<file path="config.mk">
export PLATFORM = sky130hd
export DESIGN_NAME = jtag_seq
export DESIGN_NICKNAME = d
export VERILOG_FILES = /design/src/rtl/jtag_pkg.sv /design/src/rtl/jtag_tap_mirror.sv /design/src/rtl/jtag_seq.sv
export SDC_FILE = /design/constraint.sdc
export NUM_CORES = 1
export LEC_CHECK = 0
export ABC_AREA = 1
export BUFFER_PORTS_ARGS = -buffer_cell sky130_fd_sc_hd__buf_2
export CAP_MARGIN = 10
export CORE_MARGIN = 2
export CORE_UTILIZATION = 62
export CTS_CLUSTER_DIAMETER = 40
export CTS_CLUSTER_SIZE = 8
export DETAILED_ROUTE_END_ITERATION = 8
export PLACE_DENSITY = 0.85
export SYNTH_ARGS = -nofsm -noshare
export SYNTH_HDL_FRONTEND = slang
export SYNTH_SLANG_ARGS = --single-unit
</file>
<file path="constraint.sdc">
create_clock -name TCK -period 5.15 [get_ports TCK]
set_input_delay 0.2575 -clock TCK [delete_from_list [all_inputs] [get_ports TCK]]
set_output_delay 0.2575 -clock TCK [all_outputs]
set_load 0.01 [all_outputs]
</file>
<file path="src/rtl/jtag_pkg.sv">
// jtag_pkg: IEEE 1149.1 TAP state encodings, sequencer opcodes and the
// TMS-driven TAP next-state function shared by sequencer, TAP and mirror.
package jtag_pkg;

    typedef enum logic [3:0] {
        TAP_EXIT2_DR  = 4'h0,
        TAP_EXIT1_DR  = 4'h1,
        TAP_SHIFT_DR  = 4'h2,
        TAP_PAUSE_DR  = 4'h3,
        TAP_SEL_IR    = 4'h4,
        TAP_UPDATE_DR = 4'h5,
        TAP_CAP_DR    = 4'h6,
        TAP_SEL_DR    = 4'h7,
        TAP_EXIT2_IR  = 4'h8,
        TAP_EXIT1_IR  = 4'h9,
        TAP_SHIFT_IR  = 4'hA,
        TAP_PAUSE_IR  = 4'hB,
        TAP_RTI       = 4'hC,
        TAP_UPDATE_IR = 4'hD,
        TAP_CAP_IR    = 4'hE,
        TAP_TLR       = 4'hF
    } tap_state_e;

    typedef enum logic [1:0] {
        OP_RESET   = 2'b00,
        OP_IDLE    = 2'b01,
        OP_SCAN_IR = 2'b10,
        OP_SCAN_DR = 2'b11
    } cmd_op_e;

    function automatic tap_state_e tap_next(input tap_state_e s,
                                            input logic tms);
        tap_state_e n;
        case (s)
            TAP_TLR:       n = tms ? TAP_TLR       : TAP_RTI;
            TAP_RTI:       n = tms ? TAP_SEL_DR    : TAP_RTI;
            TAP_SEL_DR:    n = tms ? TAP_SEL_IR    : TAP_CAP_DR;
            TAP_CAP_DR:    n = tms ? TAP_EXIT1_DR  : TAP_SHIFT_DR;
            TAP_SHIFT_DR:  n = tms ? TAP_EXIT1_DR  : TAP_SHIFT_DR;
            TAP_EXIT1_DR:  n = tms ? TAP_UPDATE_DR : TAP_PAUSE_DR;
            TAP_PAUSE_DR:  n = tms ? TAP_EXIT2_DR  : TAP_PAUSE_DR;
            TAP_EXIT2_DR:  n = tms ? TAP_UPDATE_DR : TAP_SHIFT_DR;
            TAP_UPDATE_DR: n = tms ? TAP_SEL_DR    : TAP_RTI;
            TAP_SEL_IR:    n = tms ? TAP_TLR       : TAP_CAP_IR;
            TAP_CAP_IR:    n = tms ? TAP_EXIT1_IR  : TAP_SHIFT_IR;
            TAP_SHIFT_IR:  n = tms ? TAP_EXIT1_IR  : TAP_SHIFT_IR;
            TAP_EXIT1_IR:  n = tms ? TAP_UPDATE_IR : TAP_PAUSE_IR;
            TAP_PAUSE_IR:  n = tms ? TAP_EXIT2_IR  : TAP_PAUSE_IR;
            TAP_EXIT2_IR:  n = tms ? TAP_UPDATE_IR : TAP_SHIFT_IR;
            TAP_UPDATE_IR: n = tms ? TAP_SEL_DR    : TAP_RTI;
            default:       n = TAP_TLR;
        endcase
        return n;
    endfunction

endpackage

</file>
<file path="src/rtl/jtag_tap_mirror.sv">
// jtag_tap_mirror: registered 16-state TAP model advanced by TMS on
// every rising clock; resets to Test-Logic-Reset.
module jtag_tap_mirror
    import jtag_pkg::*;
(
    input  logic       clk,
    input  logic       rst_n,
    input  logic       tms,
    output tap_state_e state
);

    always_ff @(posedge clk or negedge rst_n) begin
        if (!rst_n) begin
            state <= TAP_TLR;
        end else begin
            state <= tap_next(state, tms);
        end
    end

endmodule

</file>
<file path="src/rtl/jtag_seq.sv">
// jtag_seq: JTAG master sequencer turning reset/idle/scan commands into
// registered TMS/TDI streams and returning captured TDO bits.
module jtag_seq
    import jtag_pkg::*;
#(
    parameter int MAX_LEN = 32,
    parameter int LEN_W   = 6
) (
    input  logic               TCK,
    input  logic               TRST_N,
    input  logic               cmd_valid,
    output logic               cmd_ready,
    input  logic [1:0]         cmd_op,
    input  logic [LEN_W-1:0]   cmd_len,
    input  logic [MAX_LEN-1:0] cmd_data,
    output logic               rsp_valid,
    output logic [MAX_LEN-1:0] rsp_data,
    output logic               TMS,
    output logic               TDI,
    input  logic               TDO,
    output logic [3:0]         tap_state
);

    localparam logic [2:0] ST_INIT  = 3'd0;
    localparam logic [2:0] ST_READY = 3'd1;
    localparam logic [2:0] ST_PRE   = 3'd2;
    localparam logic [2:0] ST_SHIFT = 3'd3;
    localparam logic [2:0] ST_POST  = 3'd4;
    localparam logic [2:0] ST_RUN   = 3'd5;

    localparam logic [LEN_W-1:0] LEN_MAX = LEN_W'(MAX_LEN);
    localparam logic [LEN_W-1:0] ONE     = LEN_W'(1);
    localparam logic [LEN_W-1:0] TWO     = LEN_W'(2);
    localparam logic [LEN_W:0]   SH_MAX  = (LEN_W + 1)'(MAX_LEN);

    logic [2:0]         st_q, st_n;
    logic [LEN_W-1:0]   cnt_q, cnt_n;
    logic [LEN_W-1:0]   len_q, len_n;
    logic [1:0]         op_q, op_n;
    logic [MAX_LEN-1:0] sr_q, sr_n;
    logic [MAX_LEN-1:0] rsp_q, rsp_n;
    logic [LEN_W:0]     sh;
    logic               tms_q, tms_n;
    logic               tdi_q, tdi_n;
    logic               rv_q, rv_n;
    tap_state_e         mirror_st;

    assign cmd_ready = (st_q == ST_READY);
    assign rsp_valid = rv_q;
    assign rsp_data  = rsp_q;
    assign TMS       = tms_q;
    assign TDI       = tdi_q;
    assign tap_state = mirror_st;

    // Captured bits sit at the top of sr; slide them down to bit 0.
    assign sh = SH_MAX - {1'b0, len_q};

    always_comb begin
        st_n  = st_q;
        cnt_n = cnt_q;
        len_n = len_q;
        op_n  = op_q;
        sr_n  = sr_q;
        rsp_n = rsp_q;
        rv_n  = 1'b0;
        unique case (st_q)
            ST_INIT: begin
                if (cnt_q == '0) begin
                    st_n = ST_READY;
                end else begin
                    cnt_n = cnt_q - ONE;
                end
            end
            ST_READY: begin
                if (cmd_valid) begin
                    op_n  = cmd_op;
                    sr_n  = cmd_data;
                    len_n = (cmd_len > LEN_MAX) ? LEN_MAX : cmd_len;
                    unique case (cmd_op)
                        OP_RESET: begin
                            st_n  = ST_RUN;
                            cnt_n = LEN_W'(5);
                        end
                        OP_IDLE: begin
                            st_n  = ST_RUN;
                            cnt_n = (cmd_len == '0) ? '0 : cmd_len - ONE;
                        end
                        OP_SCAN_IR: begin
                            st_n  = ST_PRE;
                            cnt_n = LEN_W'(3);
                        end
                        default: begin
                            st_n  = ST_PRE;
                            cnt_n = TWO;
                        end
                    endcase
                end
            end
            ST_PRE: begin
                if (cnt_q != '0) begin
                    cnt_n = cnt_q - ONE;
                end else if (len_q == '0) begin
                    st_n  = ST_POST;
                    cnt_n = ONE;
                end else begin
                    st_n  = ST_SHIFT;
                    cnt_n = len_q - ONE;
                end
            end
            ST_SHIFT: begin
                sr_n = {TDO, sr_q[MAX_LEN-1:1]};
                if (cnt_q == '0) begin
                    st_n  = ST_POST;
                    cnt_n = ONE;
                end else begin
                    cnt_n = cnt_q - ONE;
                end
            end
            ST_POST: begin
                if (cnt_q == '0) begin
                    st_n  = ST_READY;
                    rv_n  = 1'b1;
                    rsp_n = sr_q >> sh;
                end else begin
                    cnt_n = cnt_q - ONE;
                end
            end
            ST_RUN: begin
                if (cnt_q == '0) begin
                    st_n  = ST_READY;
                    rv_n  = 1'b1;
                    rsp_n = '0;
                end else begin
                    cnt_n = cnt_q - ONE;
                end
            end
            default: begin
                st_n  = ST_INIT;
                cnt_n = '0;
            end
        endcase

        // Pins are registered: derive them from the state being entered.
        tms_n = 1'b0;
        tdi_n = 1'b1;
        unique case (st_n)
            ST_PRE:   tms_n = (cnt_n >= TWO) ||
                              (cnt_n == '0 && len_n == '0);
            ST_SHIFT: begin
                tms_n = (cnt_n == '0);
                tdi_n = sr_n[0];
            end
            ST_POST:  tms_n = (cnt_n != '0);
            ST_RUN:   tms_n = (op_n == OP_RESET) && (cnt_n != '0);
            default:  tms_n = 1'b0;
        endcase
    end

    always_ff @(posedge TCK or negedge TRST_N) begin
        if (!TRST_N) begin
            st_q  <= ST_INIT;
            cnt_q <= ONE;
            len_q <= '0;
            op_q  <= '0;
            sr_q  <= '0;
            rsp_q <= '0;
            tms_q <= 1'b1;
            tdi_q <= 1'b1;
            rv_q  <= 1'b0;
        end else begin
            st_q  <= st_n;
            cnt_q <= cnt_n;
            len_q <= len_n;
            op_q  <= op_n;
            sr_q  <= sr_n;
            rsp_q <= rsp_n;
            tms_q <= tms_n;
            tdi_q <= tdi_n;
            rv_q  <= rv_n;
        end
    end

    jtag_tap_mirror u_mirror (
        .clk   (TCK),
        .rst_n (TRST_N),
        .tms   (tms_q),
        .state (mirror_st)
    );

endmodule

</file>
==> impl_metrics.csv <==
group,metric,value,unit
power,leakage,3.45,nW
synthesis,yosysWarnings,0,
floorplan,pin_count,84,
setup_path,cpMostUsedCell,"nand2_1",
power,vdd_drop_max,0.000180,V
place,io_buffer_count,83,
setup_path,path_max_fanout,37,
floorplan,fp.coreArea,9240,sq um
timing,hold_violations,0,
layout,mostFrequentLayoutCells,"262 x nand3_1, 247 x nand2_1, 82 x buf_2",
floorplan,die_x,102,microns
clock_network,clk_latency,360,ps
setup_path,endpoint_kind,"flop",
routing,vias,6526,
power,totalPowerFinal,0.00158,W
hold_path,min_path_cells,3,
setup_path,cp.arrival,3770,ps
timing,fin_skew,13.7,ps
grt,grt_max_degree,61,
layout,antenna-diode-count,0,
layout,area_growth,11.6,%
setup_path,cp_slowest_cell,"inv_1",
place,dpl.hpwl,12400,microns
setup_path,critPathBufInv,4,
timing,tightestPinTransition,1080,ps
setup_path,rr_startpoint,"len_q[0]$_DFF_PN0_",
clock_network,cts_tree,"done",
synthesis,synth_fp_nets,926,
routing,drc_errors,0,
grt,antenna_found_initial,0,
clock_network,clk_pin_slew,90,ps
setup_path,cp-startpoint,"len_q[0]$_DFF_PN0_",
routing,drt_iter0_drc,744,
floorplan,start_util,64.0,%
outcome,status,"completed",
timing,slew_headroom,27.7,%
setup_path,rr_endpoint,"rsp_data[9]$_DFFE_PN0P_",
layout,mostFrequentLayoutCell,"nand3_1",
synthesis,post_synth_num_cell_types,38,
floorplan,rows,35,
layout,nets,981,
grt,grt_usage,34.5,%
synthesis,ys_ff_latch,88,
routing,wl,17400,microns
timing,period_share,68.2,%
grt,grt_overflow,0,
timing,setup_tns,0,ps
floorplan,dieArea,10300,sq um
setup_path,cp.required,5410,ps
floorplan,die_h,102,microns
synthesis,syn_inst,877,
synthesis,synth_area,5910,sq um
timing,finalSetupViolations,0,
routing,via_per_inst,6.12,
clock_network,htreeDepth,3,
layout,drive_above_1_share,13.3,%
routing,drt_pass1_iterations,6,
grt,grt_pass1_wl,28300,microns
setup_path,reg2reg_depth,12,
timing,slew_viol_final,0,
setup_path,cp_cell_sequence,"buf_4 -> inv_2 -> ha_1 -> xnor2_2 -> buf_4 -> inv_1 -> nand3_1 -> nand2_1 -> nand2_1 -> nand2_1 -> o21ai_0 -> nand2_1",
synthesis,seq_area_frac_synth,37.4,%
place,dp_cells,1049,
clock_network,clockRootBuffer,"clkbuf_8",
timing,min_period,3510,ps
routing,wl_per_cell,16.3,microns
setup_path,path_depth,12,
setup_path,path_class,"flop to flop",
hold_path,holdCritPathClass,"input pin to flop",
clock_network,numClockSinks,88,
clock_network,cts_resized,0,
setup_path,cpPeakStageDelay,580,ps
clock_network,ctsLongestPathBuffers,2,
layout,stdcell_count,1066,
grt,grt_pass1_vias,5739,
setup_path,start_kind,"flop",
run,drv_cap,0,
timing,rsz0062_at_grt,"false",
setup_path,cp-endpoint,"rsp_data[9]$_DFFE_PN0P_",
timing,fmaxAchievable,285,MHz
place,gp_congestion,0.974,
setup_path,crit_family,"buffers and inverters",
clock_network,cts_made_buffers,9,
synthesis,avgSynthCellArea,6.74,sq um
power,powerDensity,239,nW/um^2
routing,ant_nets,0,
setup_path,r2r_slack,1640,ps
state kept, by name (all words and copies together) (netlist names):
name            flops
rsp_valid           1
len_q               6
TDI                 1
st_q                3
rsp_data           32
TMS                 1
u_mirror.state      4
cnt_q               6
op_q                2
sr_q               32
layout make-up:
type	instances	area, sq um
clock buffer	13	139
inverter	57	219
clock inverter	3	90.1
multi-input combinational	684	3290
fill	817	2650
tap	129	161
sequential	88	2210
timing repair buffer	92	488
synthesized netlist by cell type:
master      n  area (sq um)
nor2_2      1          6.26
nor3b_1     1          7.51
clkinv_1    2          7.51
a21oi_1    21           105
ha_1        5          62.6
and2_1      1          6.26
o21ai_1    13          65.1
buf_1       8          30.0
nand4_1     6          37.5
nand3_4     1          17.5
nor3_4      1          16.3
a22oi_1    31           233
o31ai_1     1          7.51
inv_2       5          18.8
nand2_4     1          11.3
nor3_1      4          20.0
nor2_8      1          20.0
dfrtp_1    81          2030
nand3_2     1          10.0
nand2_2     1          6.26
buf_2      10          50.1
nor2_1     46           173
buf_6       1          11.3
nand3_1   262          1310
clkinv_4    1          8.76
buf_4       1          7.51
o211ai_1    3          22.5
inv_1      49           184
o311ai_0    1          8.76
nand2_1   247           927
nor4_1      1          6.26
o21ai_0    27           135
xnor2_1     3          26.3
xor2_1      1          8.76
mux2i_1     1          10.0
clkbuf_1   28           105
nand3b_1    2          15.0
dfstp_2     7           184
worst reg2reg max path: cells and delay by family, from the launching register on:
kind / cells / cell delay [ps]
fa+ha+maj: 1 / 360
buf+inv: 4 / 1680
simple gates: 5 / 700
compound gates: 1 / 180
flops: 1 / 370
xor+xnor: 1 / 130
where the power goes:
group	leakage, nW	total [W]	switching (W)	internal (W)
logic	2.25	0.000283	0.000193	0.0000903
registers	1.09	0.000727	0.0000208	0.000706
clock network	0.112	0.000567	0.000243	0.000324
total	3.45	0.00158	0.000457	0.00112
through the flow:
step | cell area [sq um] | hold slack (ps) | util (%) | worst slack (ps)
after floorplan | 5910 | -38.1 | - | 2860
after global placement | 6350 | 244 | 68.8 | 1840
after detailed placement | 6350 | 253 | 68.8 | 1800
after CTS | 6590 | 103 | 71.4 | 1760
after global routing | 6590 | 109 | 71.4 | 1340
final | 6590 | 104 | 71.4 | 1640
per-layer routing:
metal	routed length [microns]	track usage [%]
met3	1970	5.31
met4	291	10.3
met1	7490	52.1
met5	0	0
met2	7680	51.4
cell families after synthesis:
group | share of synthesized area (%)
AO/OA/AOI/OAI | 9.76
XOR/XNOR | 0.593
AND/OR/NAND/NOR | 43.8
buffers and inverters | 7.16
multiplexers | 0.169
flip-flops | 37.4
adder cells (fa/ha/maj) | 1.06
worst min path at each step:
stage,from,endpoint,slack (ps)
finish,cmd_data[24],sr_q[24]$_DFFE_PN0P_,100
global route,cmd_data[18],sr_q[18]$_DFFE_PN0P_,110
floorplan,TRST_N,cnt_q[1]$_DFF_PN0_,-40
global placement,TRST_N,rsp_data[23]$_DFFE_PN0P_,240
detailed placement,TRST_N,rsp_data[23]$_DFFE_PN0P_,250
CTS,cmd_data[24],sr_q[24]$_DFFE_PN0P_,100
what timing repair did:
item                                   4_1_cts  5_1_grt
hold buffers                                 1        0
buffers inserted                             0        0
setup endpoints to repair                    0        0
endpoints found under the hold margin       33        0
Note: power is estimated with default switching activity, not from simulation.
